[config.mk]
export PLATFORM = sky130hd
export DESIGN_NAME = mux4_rr_arbiter_flat
export DESIGN_NICKNAME = d
export VERILOG_FILES = /design/src/rtl/mux4_rr_arbiter_pkg.sv /design/src/rtl/mux4_rr_arbiter_if.sv /design/src/rtl/mux4_rr_arbiter_rr_pick4.sv /design/src/rtl/mux4_rr_arbiter.sv /design/src/flat_wrapper.sv
export SDC_FILE = /design/constraint.sdc
export NUM_CORES = 1
export LEC_CHECK = 0
export ABC_CLOCK_PERIOD_IN_PS = 2300
export CAP_MARGIN = 25
export CORE_UTILIZATION = 50
export DETAILED_ROUTE_END_ITERATION = 12
export DONT_BUFFER_PORTS = 1
export GPL_ROUTABILITY_DRIVEN = 0
export PLACE_DENSITY_LB_ADDON = 0.05
export SLEW_MARGIN = 20
export SYNTH_ARGS = -nofsm -noshare
export SYNTH_HDL_FRONTEND = slang
export SYNTH_SLANG_ARGS = --single-unit
[constraint.sdc]
create_clock -name clock -period 2.3 [get_ports clock]
set_input_delay 0.46 -clock clock [delete_from_list [all_inputs] [get_ports clock]]
set_output_delay 0.46 -clock clock [all_outputs]
set_load 0.01 [all_outputs]
[src/rtl/mux4_rr_arbiter_pkg.sv]
// Shared definitions for the four-way round-robin operand/writeback arbiter.
// Holds the FSM encoding, the mux select codes and the one-hot helper.
package mux4_rr_arbiter_pkg;

    localparam int DATA_W = 16;

    typedef enum logic {
        ST_IDLE  = 1'b0,
        ST_GRANT = 1'b1
    } state_t;

    localparam logic [1:0] SEL_IN1 = 2'b00;
    localparam logic [1:0] SEL_IN2 = 2'b01;
    localparam logic [1:0] SEL_IN3 = 2'b10;
    localparam logic [1:0] SEL_IN4 = 2'b11;

    function automatic logic [3:0] onehot4(input logic [1:0] sel);
        logic [3:0] v;
        case (sel)
            SEL_IN1: v = 4'b0001;
            SEL_IN2: v = 4'b0010;
            SEL_IN3: v = 4'b0100;
            SEL_IN4: v = 4'b1000;
            default: v = 4'b0000;
        endcase
        return v;
    endfunction

endpackage

[src/rtl/mux4_rr_arbiter_if.sv]
// Requester/consumer bundle of the four-way arbiter.
// The slave side is the arbiter itself; the master side drives requests and ready.
interface mux4_rr_arbiter_if
    import mux4_rr_arbiter_pkg::*;
#(
    parameter int WIDTH = DATA_W
);
    logic [3:0]       req;
    logic [3:0]       last;
    logic [WIDTH-1:0] in1;
    logic [WIDTH-1:0] in2;
    logic [WIDTH-1:0] in3;
    logic [WIDTH-1:0] in4;
    logic             out_ready;
    logic [3:0]       grant;
    logic [3:0]       ack;
    logic [1:0]       op;
    logic [WIDTH-1:0] out;
    logic             out_valid;
    logic             busy;

    modport master (
        output req, last, in1, in2, in3, in4, out_ready,
        input  grant, ack, op, out, out_valid, busy
    );

    modport slave (
        input  req, last, in1, in2, in3, in4, out_ready,
        output grant, ack, op, out, out_valid, busy
    );
endinterface

[src/rtl/mux4_rr_arbiter_rr_pick4.sv]
// Combinational 4-way round-robin picker: first set request at or after rr_ptr.
// Reusable by any arbiter that keeps its own pointer.
module rr_pick4 (
    input  logic [3:0] i_req,
    input  logic [1:0] i_rr_ptr,
    output logic [1:0] o_winner,
    output logic       o_any
);

    // Scan from farthest to nearest offset so the nearest set request wins.
    always_comb begin
        logic [1:0] w_idx;
        w_idx    = i_rr_ptr;
        o_winner = i_rr_ptr;
        o_any    = |i_req;
        for (int k = 3; k >= 0; k--) begin
            w_idx    = i_rr_ptr + 2'(k);
            o_winner = i_req[w_idx] ? w_idx : o_winner;
        end
    end

endmodule

[src/rtl/mux4_rr_arbiter.sv]
// Round-robin burst arbiter for four requesters onto one registered datapath port.
// Bursts end on last, on the hold limit, or when the owner withdraws its request.
module mux4_rr_arbiter
    import mux4_rr_arbiter_pkg::*;
#(
    parameter int WIDTH    = DATA_W,
    parameter int MAX_HOLD = 4
) (
    input  logic             clock,
    input  logic             reset,
    mux4_rr_arbiter_if.slave bus
);

    state_t           r_state;
    logic [3:0]       r_grant;
    logic [1:0]       r_op;
    logic [3:0]       r_cnt;
    logic [1:0]       r_rr_ptr;
    logic [WIDTH-1:0] r_out;
    logic             r_out_valid;

    state_t           w_state_nxt;
    logic [3:0]       w_grant_nxt;
    logic [1:0]       w_op_nxt;
    logic [3:0]       w_cnt_nxt;
    logic [1:0]       w_rr_ptr_nxt;
    logic [WIDTH-1:0] w_out_nxt;
    logic             w_out_valid_nxt;
    logic [3:0]       w_ack;
    logic [WIDTH-1:0] w_sel_data;
    logic [1:0]       w_winner;
    logic             w_any;
    logic             w_cap;
    logic             w_release;

    rr_pick4 u_pick (
        .i_req    (bus.req),
        .i_rr_ptr (r_rr_ptr),
        .o_winner (w_winner),
        .o_any    (w_any)
    );

    // Four-way operand mux driven by the registered select.
    always_comb begin
        case (r_op)
            SEL_IN1: w_sel_data = bus.in1;
            SEL_IN2: w_sel_data = bus.in2;
            SEL_IN3: w_sel_data = bus.in3;
            SEL_IN4: w_sel_data = bus.in4;
            default: w_sel_data = bus.in1;
        endcase
    end

    assign w_cap     = (r_state == ST_GRANT) & bus.req[r_op] & (~r_out_valid | bus.out_ready);
    assign w_release = (w_cap & bus.last[r_op])
                     | (w_cap & (r_cnt == 4'(MAX_HOLD - 1)))
                     | ~bus.req[r_op];

    // Next-state and datapath update; consumer drain applies in every state.
    always_comb begin
        w_state_nxt     = r_state;
        w_grant_nxt     = r_grant;
        w_op_nxt        = r_op;
        w_cnt_nxt       = r_cnt;
        w_rr_ptr_nxt    = r_rr_ptr;
        w_out_nxt       = r_out;
        w_out_valid_nxt = (r_out_valid & bus.out_ready & ~w_cap) ? 1'b0 : r_out_valid;
        w_ack           = 4'b0000;
        case (r_state)
            ST_IDLE: begin
                if (w_any) begin
                    w_state_nxt = ST_GRANT;
                    w_grant_nxt = onehot4(w_winner);
                    w_op_nxt    = w_winner;
                    w_cnt_nxt   = 4'd0;
                end else begin
                    w_grant_nxt = 4'b0000;
                end
            end
            ST_GRANT: begin
                if (w_cap) begin
                    w_out_nxt       = w_sel_data;
                    w_out_valid_nxt = 1'b1;
                    w_cnt_nxt       = r_cnt + 4'd1;
                    w_ack           = onehot4(r_op);
                end else begin
                    w_cnt_nxt = r_cnt;
                end
                if (w_release) begin
                    w_state_nxt  = ST_IDLE;
                    w_grant_nxt  = 4'b0000;
                    w_rr_ptr_nxt = r_op + 2'd1;
                end else begin
                    w_state_nxt = ST_GRANT;
                end
            end
            default: begin
                w_state_nxt = ST_IDLE;
                w_grant_nxt = 4'b0000;
            end
        endcase
    end

    // State and datapath registers; reset discards any word in flight.
    always_ff @(posedge clock or negedge reset) begin
        if (!reset) begin
            r_state     <= ST_IDLE;
            r_grant     <= 4'b0000;
            r_op        <= SEL_IN1;
            r_cnt       <= 4'd0;
            r_rr_ptr    <= 2'd0;
            r_out       <= '0;
            r_out_valid <= 1'b0;
        end else begin
            r_state     <= w_state_nxt;
            r_grant     <= w_grant_nxt;
            r_op        <= w_op_nxt;
            r_cnt       <= w_cnt_nxt;
            r_rr_ptr    <= w_rr_ptr_nxt;
            r_out       <= w_out_nxt;
            r_out_valid <= w_out_valid_nxt;
        end
    end

    assign bus.grant     = r_grant;
    assign bus.ack       = w_ack;
    assign bus.op        = r_op;
    assign bus.out       = r_out;
    assign bus.out_valid = r_out_valid;
    assign bus.busy      = (r_state == ST_GRANT);

endmodule
[src/flat_wrapper.sv]
// flat-port wrapper written by rule: the top's interface ports become plain ports
module mux4_rr_arbiter_flat import mux4_rr_arbiter_pkg::*;
#(
    parameter int WIDTH    = DATA_W,
    parameter int MAX_HOLD = 4
)
  (clock, reset, bus_req, bus_last, bus_in1, bus_in2, bus_in3, bus_in4, bus_out_ready, bus_grant, bus_ack, bus_op, bus_out, bus_out_valid, bus_busy);
  mux4_rr_arbiter_if #(.WIDTH(WIDTH)) bus_i ();
  input  logic clock;
  input  logic reset;
  input wire logic [$bits(bus_i.req)-1:0] bus_req;
  input wire logic [$bits(bus_i.last)-1:0] bus_last;
  input wire logic [$bits(bus_i.in1)-1:0] bus_in1;
  input wire logic [$bits(bus_i.in2)-1:0] bus_in2;
  input wire logic [$bits(bus_i.in3)-1:0] bus_in3;
  input wire logic [$bits(bus_i.in4)-1:0] bus_in4;
  input wire logic [$bits(bus_i.out_ready)-1:0] bus_out_ready;
  output wire logic [$bits(bus_i.grant)-1:0] bus_grant;
  output wire logic [$bits(bus_i.ack)-1:0] bus_ack;
  output wire logic [$bits(bus_i.op)-1:0] bus_op;
  output wire logic [$bits(bus_i.out)-1:0] bus_out;
  output wire logic [$bits(bus_i.out_valid)-1:0] bus_out_valid;
  output wire logic [$bits(bus_i.busy)-1:0] bus_busy;
  assign bus_i.req = bus_req;
  assign bus_i.last = bus_last;
  assign bus_i.in1 = bus_in1;
  assign bus_i.in2 = bus_in2;
  assign bus_i.in3 = bus_in3;
  assign bus_i.in4 = bus_in4;
  assign bus_i.out_ready = bus_out_ready;
  assign bus_grant = bus_i.grant;
  assign bus_ack = bus_i.ack;
  assign bus_op = bus_i.op;
  assign bus_out = bus_i.out;
  assign bus_out_valid = bus_i.out_valid;
  assign bus_busy = bus_i.busy;
  mux4_rr_arbiter #(.WIDTH(WIDTH), .MAX_HOLD(MAX_HOLD)) u_core (.clock(clock), .reset(reset), .bus(bus_i));
endmodule
Yosys cells after proc, flatten, opt, wreduce, memory -nomap -nowiden
Cells that the tools add are included.
{"block": "word_totals", "ff_bits": 30, "latch_bits": 0, "ram_bits": 0, "romBits": 0, "inputBits": 75, "out_inout_bits": 28, "elab_cells": 80, "mem_count": 0}
{"block": "classes", "n_addsub": 5, "mul": 0, "n_div": 0, "n_lt_le_gt_ge": 5, "eq_ne": 10, "n_shift": 0, "mux": 33, "bitwise": 13, "reduce_logical": 7}
{"operator": "$pmux 16 s4", "count": 1}
{"operator": "$pmux 4 s4", "count": 2}
{"operator": "$mux 4", "count": 6}
{"operator": "$pmux 4 s2", "count": 2}
{"operator": "$lt 2x3->1 const B", "count": 5}
{"operator": "$bmux 1 s2", "count": 6}
{"operator": "$mux 1", "count": 11}
{"operator": "$eq 2x2->1 const B", "count": 4}
{"operator": "$mux 2", "count": 4}
{"operator": "$reduce_and 2->1", "count": 4}
{"operator": "$and 1x1->1", "count": 6}
{"operator": "$ne 2x2->1 const B", "count": 3}
{"operator": "$add 2x1->2 const B", "count": 2}
{"operator": "$add 2x2->2 const B", "count": 2}
{"operator": "$add 4x1->4 const B", "count": 1}
{"operator": "$eq 2x1->1 const B", "count": 2}
{"operator": "$eq 4x2->1 const B", "count": 1}
{"operator": "$logic_not 2->1", "count": 2}
{"operator": "$not 1->1", "count": 4}
{"operator": "$reduce_or 4->1", "count": 1}
{"operator": "$or 1x1->1", "count": 3}
{"operator": "$pmux 1 s2", "count": 1}

Longest topological paths before layout
{"block": "depth", "depth_word": 11, "mapped_depth": 9, "ltp_nobuf": 6}

By module
From an unflattened synthesis, not the netlist that was laid out.
{"block": "unflattened", "hier_cells": 199, "area_unflattened_um2": 1737.9}
{"mod": "mux4_rr_arbiter", "n_inst": 1, "cells_each": 183, "area_per_inst_um2": 1647.8, "seq_area_each_um2": 750.7}
{"mod": "rr_pick4", "n_inst": 1, "cells_each": 16, "area_per_inst_um2": 90.1, "seq_area_each_um2": 0.0}

Worst setup path after synthesis
OpenSTA, ideal clock, no wires.
{"block": "synth_timing", "kind": "register -> output", "from": "register u_core.r_op[1], in the netlist u_core.bus.op[1]", "to": "output port bus_ack[0]", "arrival_time_ps": 1559, "t_required_ps": 1840, "slack_ps": 281, "stages_incl_launch_ff": 6, "n_path_buf": 1, "path_cell_list": "dfrtp_1 buf_6 mux4_2 nand2_1 nor2_1 and2_1"}
{"block": "synth_via", "elab_chain_len": 6, "elab_cells_between_ends": 11, "cone_classes": "eq/ne: 3; mux: 5; bitwise: 2; reduce/logical: 1"}
{"element": "start: declaration", "line": "mux4_rr_arbiter.sv:16", "source": "logic [1:0] r_op;"}
{"element": "start signal: assignment", "line": "mux4_rr_arbiter.sv:117", "source": "r_op <= w_op_nxt;"}
{"element": "$bmux 1 s2", "line": "mux4_rr_arbiter.sv:54", "source": "assign w_cap = (r_state == ST_GRANT) & bus.req[r_op] & (~r_out_valid | bus.out_ready);"}
{"element": "$mux 1 (implied by the code)", "line": "mux4_rr_arbiter.sv:54"}
{"element": "$and 1x1->1 (2 in series)", "line": "mux4_rr_arbiter.sv:54"}
{"element": "$mux 4 (*)", "line": "mux4_rr_arbiter.sv:81", "source": "if (w_cap) begin"}
{"element": "$mux 4 (*)", "line": "mux4_rr_arbiter.sv:69", "source": "case (r_state)"}
{"element": "end: declaration", "line": "flat_wrapper.sv:19", "source": "output wire logic [$bits(bus_i.ack)-1:0] bus_ack;"}
Mark *: on every way between the ends. The rest lies on a longest branch, timed or not. The select of a mux whose other input is x is not followed.

Worst setup path after layout
Ends and elaborated chain as after synthesis.

==> flow_metrics.env <==
export IMPL_insertion_delay_ns=0.34
export IMPL_clkTransAtPathRegs_ns=0.09
export IMPL_area_delta_synth_final_pct=6.65
export IMPL_fin_util_pct=56.3
export IMPL_fill_cells=325
export IMPL_slew_viol_final=0
export IMPL_worstMarginPinSlew_ns=0.629
export IMPL_synth_adder_area_share_pct=3.50
export IMPL_syn_inst=199
export IMPL_outcome="finished clean"
export IMPL_root_buffer="clkbuf_4"
export IMPL_cp_arrival_ns=1.76
export IMPL_track_usage_pct=23.3
export IMPL_dr_pass1_iters=10
export IMPL_hold_depth=2
export IMPL_synthMuxAreaShare_pct=3.78
export IMPL_slowest_delay_ns=0.59
export IMPL_yosysUniqueCellTypes=39
export IMPL_synth_seq_cells=30
export IMPL_synth_xor_area_share_pct=0.980
export IMPL_layout_common_cells="dfrtp_1, o21ai_0, a21oi_1, nor2_1, nand2_1"
export IMPL_required_ns=1.84
export IMPL_overflow=0
export IMPL_end_kind="primary output"
export IMPL_antenna_left=0
export IMPL_layout_drive_gt1_share_pct=12.1
export IMPL_coreArea_mm2=0.00339
export IMPL_syn_nets=279
export IMPL_fin_skew_ns=0.0113
export IMPL_layout_commonest_cell="dfrtp_1"
export IMPL_ys_warn_count=0
export IMPL_reg2reg_slack_ns=0.43
export IMPL_ys_flop_type="dfrtp_1"
export IMPL_r2r_start="u_core.bus.op[1]"
export IMPL_wl_mm=4.43
export IMPL_slowest_stage="mux4_2"
export IMPL_fin_total_pwr_mw=2.69
export IMPL_nets=277
export IMPL_yosys_area_share_simple_pct=16.7
export IMPL_ioPinCount=103
export IMPL_post_cts_buffers=0
export IMPL_grt_pass1_wl_mm=6.22
export IMPL_max_slew_margin_pct=57.5
export IMPL_dp_slack_ns=0.297
export IMPL_n_antenna_cell=0
export IMPL_route_detailed_drc=0
export IMPL_rsz0062_at_grt="false"
export IMPL_grt_pass1_vias=1318
export IMPL_drv_cap=0
export IMPL_timing_hold_ws_ns=0.325
export IMPL_vias=1543
export IMPL_hp_start="bus_in1[13]"
export IMPL_leakage_nw=0.819
export IMPL_critPathLaunchType="flop"
export IMPL_peakVddDrop_uv=661
export IMPL_rr_endpoint="u_core.r_cnt[1]"
export IMPL_io_buffer_count=0
export IMPL_hold_viol_final=0
export IMPL_grt_max_degree=37
export IMPL_drt_initial_drc_count=101
export IMPL_period_needed_ns=2.22
export IMPL_rr_worst_depth=4
export IMPL_hpwlAfterDp_mm=3.32
export IMPL_synth_edf_count=0
export IMPL_crit_chain="mux4_2, nand2_1, nor2_2, and2_1"
export IMPL_synth_top_family_by_area="compound AO/OA/AOI/OAI gates"
export IMPL_setup_ws_ns=0.0844
export IMPL_cts_made_buffers=5
export IMPL_syn_area_mm2=0.00179
export IMPL_antenna_found_initial=0
export IMPL_cts_max_path_buffers=2
export IMPL_synth_compound_area_share_pct=27.2
export IMPL_yosysSeqAreaShare_pct=42.0
export IMPL_avgRoutedWirePerCell_um=18.2
export IMPL_die_area_mm2=0.00382
export IMPL_initial_core_util_pct=52.8
export IMPL_min_period_over_period_pct=96.3
export IMPL_path_class="reg -> out"
export IMPL_clock_sinks=30
export IMPL_tritoncts="done"
export IMPL_avgViaCountPerCell=6.32
export IMPL_avgSynthCellArea_um2=8.98
export IMPL_clock_fmax_ghz=0.451
export IMPL_hold_path_endpoint="u_core.bus.out[13]"
export IMPL_finalSetupTns_ns=0
export IMPL_power_density_mw_per_mm2=1410
export IMPL_rows=21
export IMPL_critPathMaxFanout=5
export IMPL_synthArstFlopShare_pct=100
export IMPL_die_x_um=61.8
export IMPL_die_h_um=61.8
export IMPL_hold_path_class="in -> reg"
export IMPL_htree_levels=2
export IMPL_setup_viol=0
## cell type report
| type | instances | area [µm²] | share of cell area, % |
|---|---|---|---|
| Clock buffer | 7 | 55.1 | 2.89 |
| Multi-Input combinational cell | 145 | 942 | 49.4 |
| Timing Repair Buffer | 6 | 60.1 | 3.15 |
| Inverter | 9 | 33.8 | 1.77 |
| Clock inverter | 1 | 5.00 | 0.262 |
| Sequential cell | 30 | 753 | 39.5 |
| Tap cell | 46 | 57.6 | 3.02 |
## registers in the layout, summed over array words and instances, names as in the netlist
name                  count
u_core.bus.out           16
u_core.bus.grant          4
u_core.bus.out_valid      1
u_core.bus.op             2
u_core.r_cnt              4
u_core.r_rr_ptr           2
u_core.bus.busy           1
## synthesized netlist by cell type (2+ instances only)
library cell  instances  area, µm²
nand4_1               2       12.5
o32ai_1               4       35.0
a21oi_1              21        105
nor2_1               21       78.8
o21ai_0              21        105
nand2b_1              5       31.3
o22a_1                2       17.5
and2_1                4       25.0
clkbuf_1             10       37.5
mux2i_1               3       30.0
nor3_1                2       10.0
inv_1                 8       30.0
dfrtp_1              30        751
nand2_1              19       71.3
ha_1                  5       62.6
buf_2                 2       10.0
nand3_1               2       10.0
a222oi_1             16        160
xor2_1                2       17.5
## critical path: cells and delay by family (launching register included)
kind,cells,cell delay [ns]
DFF,1,0.42
and+or+nand+nor,3,0.42
muxes,1,0.59
## layer usage
| metal | global-route usage [%] | up-vias | share of wire (%) |
|---|---|---|---|
| met5 | 0 | - | 0 |
| met4 | 6.67 | 0 | 1.2 |
| met1 | 30.9 | 724 | 42 |
| li1 | - | 739 | - |
| met3 | 7.66 | 7 | 8.1 |
| met2 | 36.6 | 73 | 48 |
## metrics by stage
| stage | cell area, µm² | std cells |
|---|---|---|
| global route | 1910 | 244 |
| floorplan | 1790 | 199 |
| global placement | 1800 | 234 |
| CTS | 1900 | 244 |
| detailed placement | 1800 | 234 |
| finish | 1910 | 244 |
## report_power, final
part           leakage, nW  internal [mW]  total, mW  switching, mW
sequential           0.383          0.749       1.03          0.285
clock               0.0353          0.148      0.330          0.182
combinational        0.401          0.540       1.33          0.790
## worst max path at each step
| stage | startpoint | endpoint | cells past startpoint | slack (ns) |
|---|---|---|---|---|
| final | u_core.bus.op[1] | bus_ack[0] | 4 | 0.08 |
| after floorplan | u_core.bus.op[1] | bus_ack[0] | 5 | 0.28 |
| after global routing | u_core.bus.op[1] | bus_ack[0] | 4 | 0.003 |
| after global placement | u_core.bus.op[0] | bus_ack[2] | 3 | 0.41 |
| after detailed placement | u_core.bus.op[0] | u_core.bus.out[5] | 6 | 0.30 |
| after CTS | u_core.bus.op[1] | bus_ack[0] | 4 | 0.02 |
## cells by family (layout without fill, tap and decap cells)
group	after synthesis	in the layout
AOI/OAI and AO/OA	70	70
and+or+nand+nor	63	63
DFF	30	30
buffers and inverters	24	23
adders and majority gates	5	5
muxes	5	5
xor gates and xnor gates	2	2
## what timing repair did
item | 4_1_cts | 5_1_grt
hold buffers | 2 | 0
hold endpoints to repair | 30 | 0
resized for setup | 1 | 5
pin swaps | 0 | 0
endpoints found under the setup margin | 1 | 4
No activity file was read; power rests on OpenSTA's default activity.
